## src/rtl/tima_reload_unit.sv

```systemverilog
// tima_reload_unit: 8-bit DMG-style timer counter with delayed modulo reload and interrupt pulse.
// Ports:
//   clk_i        system clock, rising edge
//   nreset_i     synchronous active-low reset
//   tick_i       one-cycle increment strobe from the divider select mux
//   wr_tima_i    CPU write strobe for TIMA
//   wr_tma_i     CPU write strobe for TMA
//   wr_data_i    CPU write data
//   tima_o       current counter value
//   tma_o        current modulo register
//   reloading_o  high while a reload is pending (OVF)
//   irq_o        one-cycle timer interrupt request
module tima_reload_unit #(
    parameter int         RELOAD_DELAY = 4,
    parameter logic [7:0] INITIAL_TIMA = 8'h00
) (
    input  logic       clk_i,
    input  logic       nreset_i,
    input  logic       tick_i,
    input  logic       wr_tima_i,
    input  logic       wr_tma_i,
    input  logic [7:0] wr_data_i,
    output logic [7:0] tima_o,
    output logic [7:0] tma_o,
    output logic       reloading_o,
    output logic       irq_o
);
    typedef enum logic [1:0] {RUN, OVF, RELOAD} state_t;
    state_t     state_q, state_d;
    logic [3:0] cnt_q, cnt_d;
    logic [7:0] tima_q, tima_d, tma_q, tma_d;
    logic       irq_q, irq_d, reloading_q, reloading_d;
    always_comb begin
        state_d     = state_q;
        cnt_d       = cnt_q;
        tima_d      = tima_q;
        irq_d       = 1'b0;
        tma_d       = wr_tma_i ? wr_data_i : tma_q;
        case (state_q)
            RUN: begin
                if (wr_tima_i) begin
                    tima_d = wr_data_i;
                end else if (tick_i) begin
                    tima_d = tima_q + 8'd1;
                    if (tima_q == 8'hFF) begin
                        state_d = OVF;
                        cnt_d   = 4'(RELOAD_DELAY - 1);
                    end
                end
            end
            OVF: begin
                if (wr_tima_i) begin
                    // A TIMA write during the pending window cancels the reload and irq.
                    tima_d  = wr_data_i;
                    state_d = RUN;
                    cnt_d   = 4'd0;
                end else if (cnt_q == 4'd0) begin
                    // A TMA write on the reload edge passes straight through to TIMA.
                    tima_d  = wr_tma_i ? wr_data_i : tma_q;
                    state_d = RELOAD;
                    irq_d   = 1'b1;
                end else begin
                    cnt_d = cnt_q - 4'd1;
                end
            end
            RELOAD: begin
                // TIMA writes and ticks are dropped; TMA writes still reach TIMA.
                state_d = RUN;
                tima_d  = wr_tma_i ? wr_data_i : tima_q;
            end
            default: state_d = RUN;
        endcase
        reloading_d = (state_d == OVF);
    end
    always_ff @(posedge clk_i) begin
        if (!nreset_i) begin
            state_q     <= RUN;
            cnt_q       <= 4'd0;
            tima_q      <= INITIAL_TIMA;
            tma_q       <= 8'h00;
            irq_q       <= 1'b0;
            reloading_q <= 1'b0;
        end else begin
            state_q     <= state_d;
            cnt_q       <= cnt_d;
            tima_q      <= tima_d;
            tma_q       <= tma_d;
            irq_q       <= irq_d;
            reloading_q <= reloading_d;
        end
    end
    assign tima_o      = tima_q;
    assign tma_o       = tma_q;
    assign reloading_o = reloading_q;
    assign irq_o       = irq_q;
endmodule
```

## config.mk

```make
export PLATFORM = sky130hd
export DESIGN_NAME = tima_reload_unit
export DESIGN_NICKNAME = d
export VERILOG_FILES = /design/src/rtl/tima_reload_unit.sv
export SDC_FILE = /design/constraint.sdc
export NUM_CORES = 1
export LEC_CHECK = 0
export ABC_AREA = 1
export CAP_MARGIN = 15
export CORE_ASPECT_RATIO = 1.25
export CORE_MARGIN = 3
export CORE_UTILIZATION = 55
export DETAILED_ROUTE_END_ITERATION = 6
export GPL_ROUTABILITY_DRIVEN = 1
export GPL_TIMING_DRIVEN = 0
export HOLD_SLACK_MARGIN = 0.08
export PLACE_DENSITY = 0.89
export SYNTH_ARGS = -nofsm -noshare
export SYNTH_HDL_FRONTEND = slang
export SYNTH_SLANG_ARGS = --single-unit
```

## constraint.sdc

```tcl
create_clock -name clk_i -period 2.5 [get_ports clk_i]
set_clock_uncertainty 0.2 [all_clocks]
set_input_delay 0.375 -clock clk_i [delete_from_list [all_inputs] [get_ports clk_i]]
set_output_delay 0.375 -clock clk_i [all_outputs]
set_load 0.02 [all_outputs]
```

==> Word level (Yosys, flattened, before mapping) <==
Cells that the tools add are included.
{ "word_totals": {"regBits": 24, "out_inout_bits": 18, "input_bits": 13, "wordCells": 48} }
{ "op_classes": {"n_mux": 20, "addsub": 2, "n_reduce_logical": 7, "eq_ne": 11, "n_bitwise": 2} }
{ "ops": {"columns": ["op", "count"], "rows": [
  ["8-bit 2-to-1 mux", 6],
  ["8-bit case mux with 3 select lines", 1],
  ["4-bit 2-to-1 mux", 5],
  ["2-bit 2-to-1 mux", 5],
  ["3-bit inequality test, second input constant", 3],
  ["8-bit by 1-bit adder with 8-bit output, second input constant", 1],
  ["8-bit equality test, second input constant", 1],
  ["2-bit inequality test, second input constant", 4],
  ["4-bit case mux with 2 select lines", 1],
  ["5-bit AND reduction", 1],
  ["2-bit by 1-bit equality test with 1-bit output, second input constant", 2],
  ["4-bit logical NOT", 1],
  ["2-bit case mux with 2 select lines", 1],
  ["4-bit AND reduction", 1],
  ["4-bit by 1-bit subtractor with 4-bit output, second input constant", 1],
  ["3-bit nonzero test", 1],
  ["3-bit OR reduction", 1],
  ["2-bit equality test, second input constant", 1],
  ["2-bit logical NOT", 1],
  ["1-bit inverter", 2],
  ["2-bit nonzero test", 1],
  ["1-bit 2-to-1 mux", 1]
]} }

==> Longest topological paths before layout <==
Gate-level depths: netlist of the first run.
{ "depth": {"depth_word": 6, "depth_mapped": 10, "mapped_depth_nobuf": 10} }

==> Worst setup path after synthesis of the first run <==
No wires, ideal clock.
{ "synth_timing": {"path_type": "flip-flop to flip-flop", "start": "register state_q[0]", "end": "register tima_q[0] (netlist: tima_o[0])", "setup_ps": 120, "slack_ps": 819, "synth_period_minus_slack_ps": 1681, "path_buffers": 1, "stages_incl_launch_ff": 8, "arrival_ps": 1362, "t_required_ps": 2180, "path_cell_list": "dfxtp_1 inv_1 ha_1 inv_1 clkbuf_1 o211ai_1 nand2_1 a21oi_1"} }
{ "synth_via": {"elab_chain_cells": 3, "word_cells_on_any_way": 9, "classes_between": "eq/ne: 5; mux: 1; reduce/logical: 3"} }
{ "synth_rtl": {"columns": ["item", "line", "text"], "rows": [
  ["from (decl)", "29", "state_t state_q, state_d;"],
  ["from (signal assigned)", "84", "state_q <= state_d;"],
  ["2-bit by 1-bit equality test with 1-bit output (tied with other cells)", "39", "case (state_q)"],
  ["3-bit inequality test (no source line) (tied with other cells)", null, null],
  ["4-bit AND reduction (no source line)", null, null],
  ["to (signal assigned)", "86", "tima_q <= tima_d;"],
  ["to (decl)", "31", "logic [7:0] tima_q, tima_d, tma_q, tma_d;"]
]} }
Several ways; a longest one is shown, not always the timed one.
A chain may end at the register's enable or synchronous reset.

==> Final worst setup path of the first run <==
{ "layout_timing": {"start": "register state_q[0]", "end": "register tima_q[6] (netlist: tima_o[6])"} }
The elaborated chain is that of the path after synthesis.

==> reports/qor.yml, run 1 <==
timing:
  setup_tns_ns: 0
  drv_slew: 0
  hold_viol: 0
  relSlewSlack: 0.622
  fmax_ghz: 0.493
  rsz0062_at_grt: "false"
  timing.hold.ws_ns: 0.300
  fin_crit_sh: 0.811
  min_period_ns: 2.03
  tightest_slew_ns: 0.567
  finalSetupViolations: 0
route:
  detail_route.wl_per_cell_um: 11.6
  viasPerCell: 5.40
  wl_um: 3760
  detail-route-antenna-nets: 0
  drc_errors: 0
  drt_iter0_drc: 62
  firstDrtPassIters: 4
  via_count: 1748
finish:
  n_fill_cell: 246
  drive_above_1_share: 0.110
  antennaDiodeCount: 0
  fin_nets: 311
  area_growth_pct: 23.5
clock_tree:
  clk-insertion-delay-late_ns: 0.32
  cts_root_buffer: "clkbuf_4"
  cts_max_path_buffers: 2
  clkTransAtPathRegs_ns: 0.13
  cts_setup_buffers: 0
  cts.sinks: 24
  ctsHoldBuffers: 0
  htreeDepth: 1
  cts_resized: 0
  numCtsBuffers: 3
  cts_tree: "built"
grt:
  grt_pass1_vias: 1536
  grt_overflow: 0
  grt_use_met3: 0.0268
  grt_usage: 0.235
  use_met1: 0.313
  grt_max_degree: 14
  grt_pass1_wl_um: 6420
  grtUsageMet2: 0.376
  top_usage_layer: "met2"
  antenna_found_initial: 0
run_status:
  outcome: "finished clean"
worst_setup_path:
  crit_buf_inv: 3
  cpMaxStageDelayCell: "dfxtp_1"
  required_ns: 2.56
  cp_slowest_stage_delay_ns: 0.39
  cpLargestDelayFamily: "buffers and inverters"
  critPathKind: "flip-flop to flip-flop"
  reg2reg_from: "state_q[0]"
  cp.arrival_ns: 2.08
  worst_setup_path_end_kind: "flip-flop"
  crit_path_max_fanout: 10
  startpoint: "state_q[0]"
  startpoint_type: "flip-flop"
  crit_chain: "inv_1 > ha_1 > inv_1 > clkbuf_1 > a21oi_1 > nand2_1 > nand3_1 > a21oi_1"
synthesis:
  synth_area_um2: 1610
  seq_area_frac_synth: 0.298
  synth_top_cell_by_area: "dfxtp_1"
  synthCells: 256
  syn_nets: 276
  avgSynthCellArea_um2: 6.29
  synth_seq_cells: 24
  synth_area_leaders: "dfxtp_1, nand2_1, a21oi_1"
  synth_top_area_frac: 0.298
  yosys_warnings: 0
  synth_cell_type_count: 31
power:
  vdd_drop_max_v: 0.000347
  powerDensity_nw_per_um2: 402
  power.leakage_nw: 0.933
floorplanning:
  die_x_um: 54.4
  io_pins: 31
  dieArea_um2: 3620
  row_count: 21
  core_area_um2: 2730
  die_h_um: 66.5
  start_util: 0.589
placed_design:
  place.gp.congestion: 0.909
  port_buffers: 30
  dpl.hpwl_um: 2930
worst_hold_path:
  min_from: "cnt_q[1]"
  min_path_type: "flip-flop to flip-flop"
flow_run:
  maxCapViolCount: 0
[layout by cell type (no fill, tap or decap), types with 2 or more instances in the layout]
cell type,synthesis,final
o21ai_1,4,4
nand4_1,2,2
clkbuf_1,2,2
nand3_2,2,2
o21ai_0,9,9
a21oi_1,25,25
dfxtp_1,24,24
inv_1,22,22
buf_2,5,5
clkdlybuf4s50_1,0,30
inv_2,4,4
nand2_2,5,5
a21oi_2,3,3
nand3_1,20,20
clkbuf_4,0,3
nand2_1,83,83
nand2_4,2,2
ha_1,7,7
nor2_1,23,23
[worst paths after layout]
kind	slack, ns	cells after the start	to
max reg2reg	0.47	8	tima_o[6]
min	0.30	2	cnt_q[1]
min reg2reg	0.30	2	cnt_q[1]
max	0.47	8	tima_o[6]
[power breakdown]
group | internal [mW] | switching, mW | total, mW
sequential | 0.400 | 0.0172 | 0.417
clock | 0.0891 | 0.118 | 0.207
combinational | 0.0789 | 0.0972 | 0.176
total | 0.568 | 0.232 | 0.800
[through the flow]
stage | worst slack (ns) | area [um^2] | power (mW) | cells | utilization
after floorplan | 0.819 | 1610 | 0.522 | 256 | -
after global routing | 0.339 | 1990 | 0.844 | 324 | 0.728
after CTS | 0.481 | 1990 | 0.807 | 324 | 0.728
after global placement | 0.409 | 1950 | 0.600 | 320 | 0.715
after detailed placement | 0.417 | 1950 | 0.601 | 320 | 0.715
final | 0.473 | 1990 | 0.800 | 324 | 0.728
[layer usage]
metal	vias up	routed length, um
met4	0	76
li1	892	-
met5	-	0
met2	45	1850
met3	9	171
met1	802	1670
[state kept, by name, summed over array words and instances (netlist names)]
| register | cells |
|---|---|
| state_q | 2 |
| cnt_q | 4 |
| irq_o | 1 |
| tima_o | 8 |
| tma_o | 8 |
| reloading_o | 1 |
[tightest hold or removal path: cells and delay by family, from the launching register on]
kind | cells | cell delay [ns]
flops | 1 | 0.35
simple gates | 2 | 0.13
[cells in the mapped netlist]
cell      number
nand2_1       83
a21oi_1       25
dfxtp_1       24
nor2_1        23
inv_1         22
nand3_1       20
o21ai_0        9
ha_1           7
buf_2          5
nand2_2        5
inv_2          4
o21ai_1        4
a21oi_2        3
clkbuf_1       2
nand2_4        2
nand3_2        2
nand4_1        2
a21o_1         1
buf_1          1
buf_4          1
clkinv_1       1
clkinv_2       1
nand2b_4       1
nand4_2        1
nor2_2         1
nor2_4         1
nor3_1         1
nor4_2         1
o211ai_1       1
o21a_1         1
o21bai_1       1
[cell families after synthesis]
group,synth area share
simple gates,0.401
compound gates,0.153
buf+inv,0.0932
flops,0.298
fa+ha+maj,0.0544
[cell type report]
| cell class | count | area (um^2) | share of cell area |
|---|---|---|---|
| buffer | 9 | 43.8 | 0.0220 |
| tap | 34 | 42.5 | 0.0214 |
| inverter | 28 | 106 | 0.0535 |
| sequential | 24 | 480 | 0.242 |
| multi-input combinational | 195 | 980 | 0.492 |
| clock buffer | 4 | 36.3 | 0.0182 |
| timing repair buffer | 30 | 300 | 0.151 |
Power figures use the tool's default switching activity.
==> run 2: changes to the inputs <==
Settings changed: CORE_UTILIZATION 55 to 52, PLACE_DENSITY 0.89 to 0.85.
Clock period 2.5 ns to 2.1 ns, I/O delays scaled along.
==> reports/qor.yml, run 2 (synthesis results as in run 1) <==
floorplanning:
  core_area_um2: 2810  # +2.9%
  dieArea_um2: 3800  # +5.2%
  start_util: 0.573  # -0.0165
  die_h_um: 68.2  # +2.6%
  io_pins: 31  # unchanged
  row_count: 21  # unchanged
  die_x_um: 55.8  # +2.5%
clock_tree:
  cts_root_buffer: "clkbuf_4"
  cts_tree: "built"
  cts_max_path_buffers: 2  # unchanged
  ctsHoldBuffers: 0  # unchanged
  numCtsBuffers: 3  # unchanged
  cts_resized: 0  # unchanged
  cts.sinks: 24  # unchanged
  clkTransAtPathRegs_ns: 0.14  # about the same
  cts_setup_buffers: 0  # unchanged
  clk-insertion-delay-late_ns: 0.32  # about the same
  htreeDepth: 1  # unchanged
placed_design:
  port_buffers: 30  # unchanged
  place_ws_ns: 0.0808  # -0.336 ns
  place.gp.congestion: 0.886  # -2.5%
  dpl.hpwl_um: 2930  # about the same
finish:
  layout_common_cells: "nand2_1, clkdlybuf4s50_1, a21oi_1, dfxtp_1, nor2_1"
  area_growth_pct: 22.5
  antennaDiodeCount: 0  # unchanged
  n_fill_cell: 253  # +2.8%
  final_util: 0.701  # -0.0266
  drive_above_1_share: 0.108  # -0.00271
  fin_nets: 310  # -0.32%
  final_common_cell: "nand2_1"
timing:
  fmax_ghz: 0.506
  rsz0062_at_grt: "false"
  finalSetupViolations: 0  # unchanged
  timing.hold.ws_ns: 0.298  # -0.00184 ns
  drv_slew: 0  # unchanged
  fin_crit_sh: 0.941
  tightest_slew_ns: 0.533  # -0.0338 ns
  setup_tns_ns: 0  # unchanged
  worst_slack_ns: 0.123  # -0.349 ns
  relSlewSlack: 0.645  # +0.0226
  min_period_ns: 1.98
  hold_viol: 0  # unchanged
route:
  detail-route-antenna-nets: 0  # unchanged
  drc_errors: 0  # unchanged
  drt_iter0_drc: 62  # unchanged
  viasPerCell: 5.32  # -1.4%
  wl_um: 3790  # +0.61%
  via_count: 1713  # -2.0%
  firstDrtPassIters: 4  # unchanged
  detail_route.wl_per_cell_um: 11.8  # +1.2%
worst_setup_path:
  cp_slowest_stage_delay_ns: 0.65  # +0.26 ns
  cpMaxStageDelayCell: "clkdlybuf4s50_1"
  startpoint_type: "flip-flop"
  critPathKind: "flip-flop to output pin"
  ff2ff_path_depth: 8  # unchanged
  cp.arrival_ns: 1.46  # -0.62 ns
  worst_setup_path_end_kind: "output pin"
  cpLargestDelayFamily: "buffers and inverters"
  cp.depth: 1  # -7
  required_ns: 1.58  # -0.98 ns
  crit_path_max_fanout: 8  # -2
  crit_chain: "clkdlybuf4s50_1"
  crit_buf_inv: 1  # -2
power:
  power.leakage_nw: 0.925  # -0.90%
  fin_total_pwr_uw: 915  # +14%
  vdd_drop_max_v: 0.000379  # +9.0%
  powerDensity_nw_per_um2: 464  # +15%
grt:
  grt_max_degree: 13  # -1
  grt_pass1_vias: 1568  # +2.1%
  grt_usage: 0.215  # -0.0203
  grt_pass1_wl_um: 6630  # +3.3%
  antenna_found_initial: 0  # unchanged
  grt_overflow: 0  # unchanged
worst_hold_path:
  holdPathStages: 2  # unchanged
  min_path_type: "flip-flop to flip-flop"
flow_run:
  maxCapViolCount: 0  # unchanged
run_status:
  outcome: "finished clean"
## run 2: layout make-up
| type | instances | area, um^2 | share of cell area |
|---|---|---|---|
| inverters | 28 | 106 | 0.0539 |
| well taps | 34 | 42.5 | 0.0216 |
| flip-flops and latches | 24 | 480 | 0.244 |
| repair buffers | 30 | 300 | 0.152 |
| plain buffers | 8 | 40.0 | 0.0203 |
| clock buffers | 3 | 22.5 | 0.0114 |
| multi-input cells | 195 | 980 | 0.497 |
## run 2: path summary, 6_finish.rpt
| kind | endpoint | from | slack [ns] |
|---|---|---|---|
| setup / recovery | tima_o[5] | tima_o[5] | 0.12 |
| hold / removal | tma_o[6] | tma_o[6] | 0.30 |
| setup reg to reg | tima_o[6] | state_q[0] | 0.19 |
| hold reg to reg | tma_o[6] | tma_o[6] | 0.30 |
## run 2: per-layer routing
| layer | GRT usage | vias to the layer above | wire (um) |
|---|---|---|---|
| li1 | - | 882 | - |
| met2 | 0.382 | 50 | 1860 |
| met5 | 0 | - | 0 |
| met4 | 0.0942 | 0 | 46 |
| met1 | 0.268 | 777 | 1680 |
| met3 | 0.0189 | 4 | 208 |
## run 2: power breakdown
group | internal [mW] | switching [mW] | total (mW) | leakage, nW
Clock | 0.0671 | 0.142 | 0.209 | 0.0138
Sequential | 0.476 | 0.0209 | 0.497 | 0.197
Combinational | 0.0937 | 0.115 | 0.209 | 0.714
Total | 0.637 | 0.278 | 0.915 | 0.925
## run 2: worst register-to-register path, cell delays in order, from the launching register on
cell and delay [ns]:
dfxtp_1 0.39, inv_1 0.11, ha_1 0.21, buf_2 0.17
a21o_1 0.20, nor2_2 0.15, buf_4 0.19, nand3_1 0.11
a21oi_1 0.13
## run 2: stage by stage
stage / area, um^2 / std cells
after global placement: 1950 / 320
after global routing: 1970 / 322
final: 1970 / 322
after detailed placement: 1950 / 320
after CTS: 1980 / 323
after floorplan: 1610 / 256
==> variant: new RTL, flow settings as in run 2 <==
Add an input register stage for `wr_data_i`, with the module's reset; this delays it by one clock. The other inputs are not delayed to match.
--- a/src/rtl/tima_reload_unit.sv
+++ b/src/rtl/tima_reload_unit.sv
@@ -27,4 +27,15 @@
 );
     typedef enum logic [1:0] {RUN, OVF, RELOAD} state_t;
+
+    logic [7:0] wr_data_q;
+
+    always_ff @(posedge clk_i) begin
+        if (!nreset_i) begin
+            wr_data_q <= '0;
+        end else begin
+            wr_data_q <= wr_data_i;
+        end
+    end
+
     state_t     state_q, state_d;
     logic [3:0] cnt_q, cnt_d;
@@ -36,9 +47,9 @@
         tima_d      = tima_q;
         irq_d       = 1'b0;
-        tma_d       = wr_tma_i ? wr_data_i : tma_q;
+        tma_d       = wr_tma_i ? wr_data_q : tma_q;
         case (state_q)
             RUN: begin
                 if (wr_tima_i) begin
-                    tima_d = wr_data_i;
+                    tima_d = wr_data_q;
                 end else if (tick_i) begin
                     tima_d = tima_q + 8'd1;
@@ -52,10 +63,10 @@
                 if (wr_tima_i) begin
                     // A TIMA write during the pending window cancels the reload and irq.
-                    tima_d  = wr_data_i;
+                    tima_d  = wr_data_q;
                     state_d = RUN;
                     cnt_d   = 4'd0;
                 end else if (cnt_q == 4'd0) begin
                     // A TMA write on the reload edge passes straight through to TIMA.
-                    tima_d  = wr_tma_i ? wr_data_i : tma_q;
+                    tima_d  = wr_tma_i ? wr_data_q : tma_q;
                     state_d = RELOAD;
                     irq_d   = 1'b1;
@@ -67,5 +78,5 @@
                 // TIMA writes and ticks are dropped; TMA writes still reach TIMA.
                 state_d = RUN;
-                tima_d  = wr_tma_i ? wr_data_i : tima_q;
+                tima_d  = wr_tma_i ? wr_data_q : tima_q;
             end
             default: state_d = RUN;
Function: changed (Yosys sat finds a counterexample within 4 cycles, from zero or initial values and one cycle with nreset_i low).
==> variant against run 2 <==
Worst setup slack gained 0.027 ns; sequential cell count grew 8; die area grew 13%; first-iteration DRC count up 73%; power up 52%; area after synthesis increased by 15%; final area increased by 16%; routed wire length rose by 18%; critical path type is now register to register.
==> variant: results (changes against run 2) <==
Placed Instances: 352 (was 320)
Dpl ws: 0.0333 ns (was 0.0808 ns)
Layout overhead on the synthesized area: 23.8% (was 22.5%)
Area of the multi-input gates: 0.00101 mm2 (was 980 um2)
Wire per inst: 12.5 um (was 11.8 um)
Via count: 1898 (was 1713)
Sw Ratio: 26.6% (was 30.4%)
Post-synthesis sequential area ratio: 34.7% (was 29.8%)
Leakage: 1.06 nW (was 0.925 nW)
First-pass GRT wire length: 7570 um (was 6630 um)
Worst Hold Class: register to register (unchanged)
Root buf cell: clkbuf_8 (was clkbuf_4)
P_seq: 0.659 mW (was 0.497 mW)
ClkCell Share: 4.21% (was 1.14%)
Worst EP arrival: 1.97 ns (was 1.46 ns)
Worst-Margin Slew: 0.603 ns (was 0.533 ns)
Placed cell areas: 0.00219 mm2 (was 0.00195 mm2)
Yosys warning total: 0 (unchanged)
GRT Util Overall: 22.5% (was 21.5%)
Final Net Count: 341 (was 310)
Multiplexer share of the synthesized area: 0% (unchanged)
CTS buffer count: 5 (was 3)
Worst-path clk slew: 0.07 ns (was 0.14 ns)
NonClk Buf Share: 15.4% (was 17.3%)
Pin count of the biggest net entering global routing: 11 (was 13)
VDD IR max: 0.000574 V (was 0.000379 V)
Longest Clk Path Bufs: 2 (unchanged)
Final wirelength: 4480 um (was 3790 um)
Share of cells above drive strength 1: 10.9% (was 10.8%)
Clk_lat worst skew: 0.29 ns (was 0.32 ns)
CLK BUF: 7 (was 3)
Sequential share of power: 47.3% (was 54.3%)
Largest cells by area after synthesis: dfxtp_1 (35%), nand2_1 (18%), inv_1 (6.9%) (was dfxtp_1 (30%), nand2_1 (19%), a21oi_1 (7.8%))
Sequential share of cell area: 28.0% (was 24.4%)
Synth Area in Compound Gates: 13.7% (was 15.3%)
Status: finished, final reports clean (unchanged)
Routability cong.: 0.919 (was 0.886)
Critical path peak fanout: 10 (was 8)
XOR/XNOR Fraction of Synth Area: 0% (unchanged)
1st-iter DRT viols: 107 (was 62)
Bufs w/o clock: 40 (was 38)
Slowest CP cell: dfxtp_1 (was clkdlybuf4s50_1)
Non-clk invs: 39 (was 28)
Logic power comb: 0.216 mW (was 0.209 mW)
Most frequent cells after synthesis: nand2_1 (89), inv_1 (34), dfxtp_1 (32) (was nand2_1 (83), a21oi_1 (25), dfxtp_1 (24))
Synth unique cells: 26 (was 31)
Post-synth net total: 305 (was 276)
# H-tree levels: 2 (was 1)
Filler Cells Inserted: 289 (was 253)
Power per cell area: 610 mW/mm2 (was 464 mW/mm2)
Multi-input gate count: 203 (was 195)
Adder-Cell Fraction of Synth Area: 4.74% (was 5.44%)
Avg Cell Area, Syn: 6.48 um2 (was 6.29 um2)
Critical path's largest stage delay: 0.37 ns (was 0.65 ns)
Flops & latches, synth: 32 (was 24)
Post-DP HPWL: 3140 um (was 2930 um)
==> variant: routing by layer <==
layer	vias up	GRT usage, %	share of wire [%]	routed length (um)
met5	-	0	0	0
met4	0	12.8	1.9	87
met3	10	4.78	4.9	220
met2	59	39.2	50	2230
met1	859	24.6	43	1940
li1	970	-	-	-
==> variant: final timing paths <==
check / start / end / slack (ns)
worst max-delay path: state_q[0] / tima_o[4] / 0.15
worst min register to register: cnt_q[1] / cnt_q[1] / 0.26
worst max register to register: state_q[0] / tima_o[4] / 0.15
worst min-delay path: cnt_q[1] / cnt_q[1] / 0.26
==> variant: critical path, delay by kind of cell, from the launching register on <==
kind / cells / cell delay [ns]
buffers and inverters: 3 / 0.49
and+or+nand+nor: 2 / 0.25
AOI/OAI and AO/OA: 2 / 0.37
DFF: 1 / 0.37
adders and majority gates: 1 / 0.20
==> variant: timing repair <==
action,CTS,global route
hold endpoints to repair,0,0
endpoints found under the setup margin,0,3
gates resized for setup,0,0
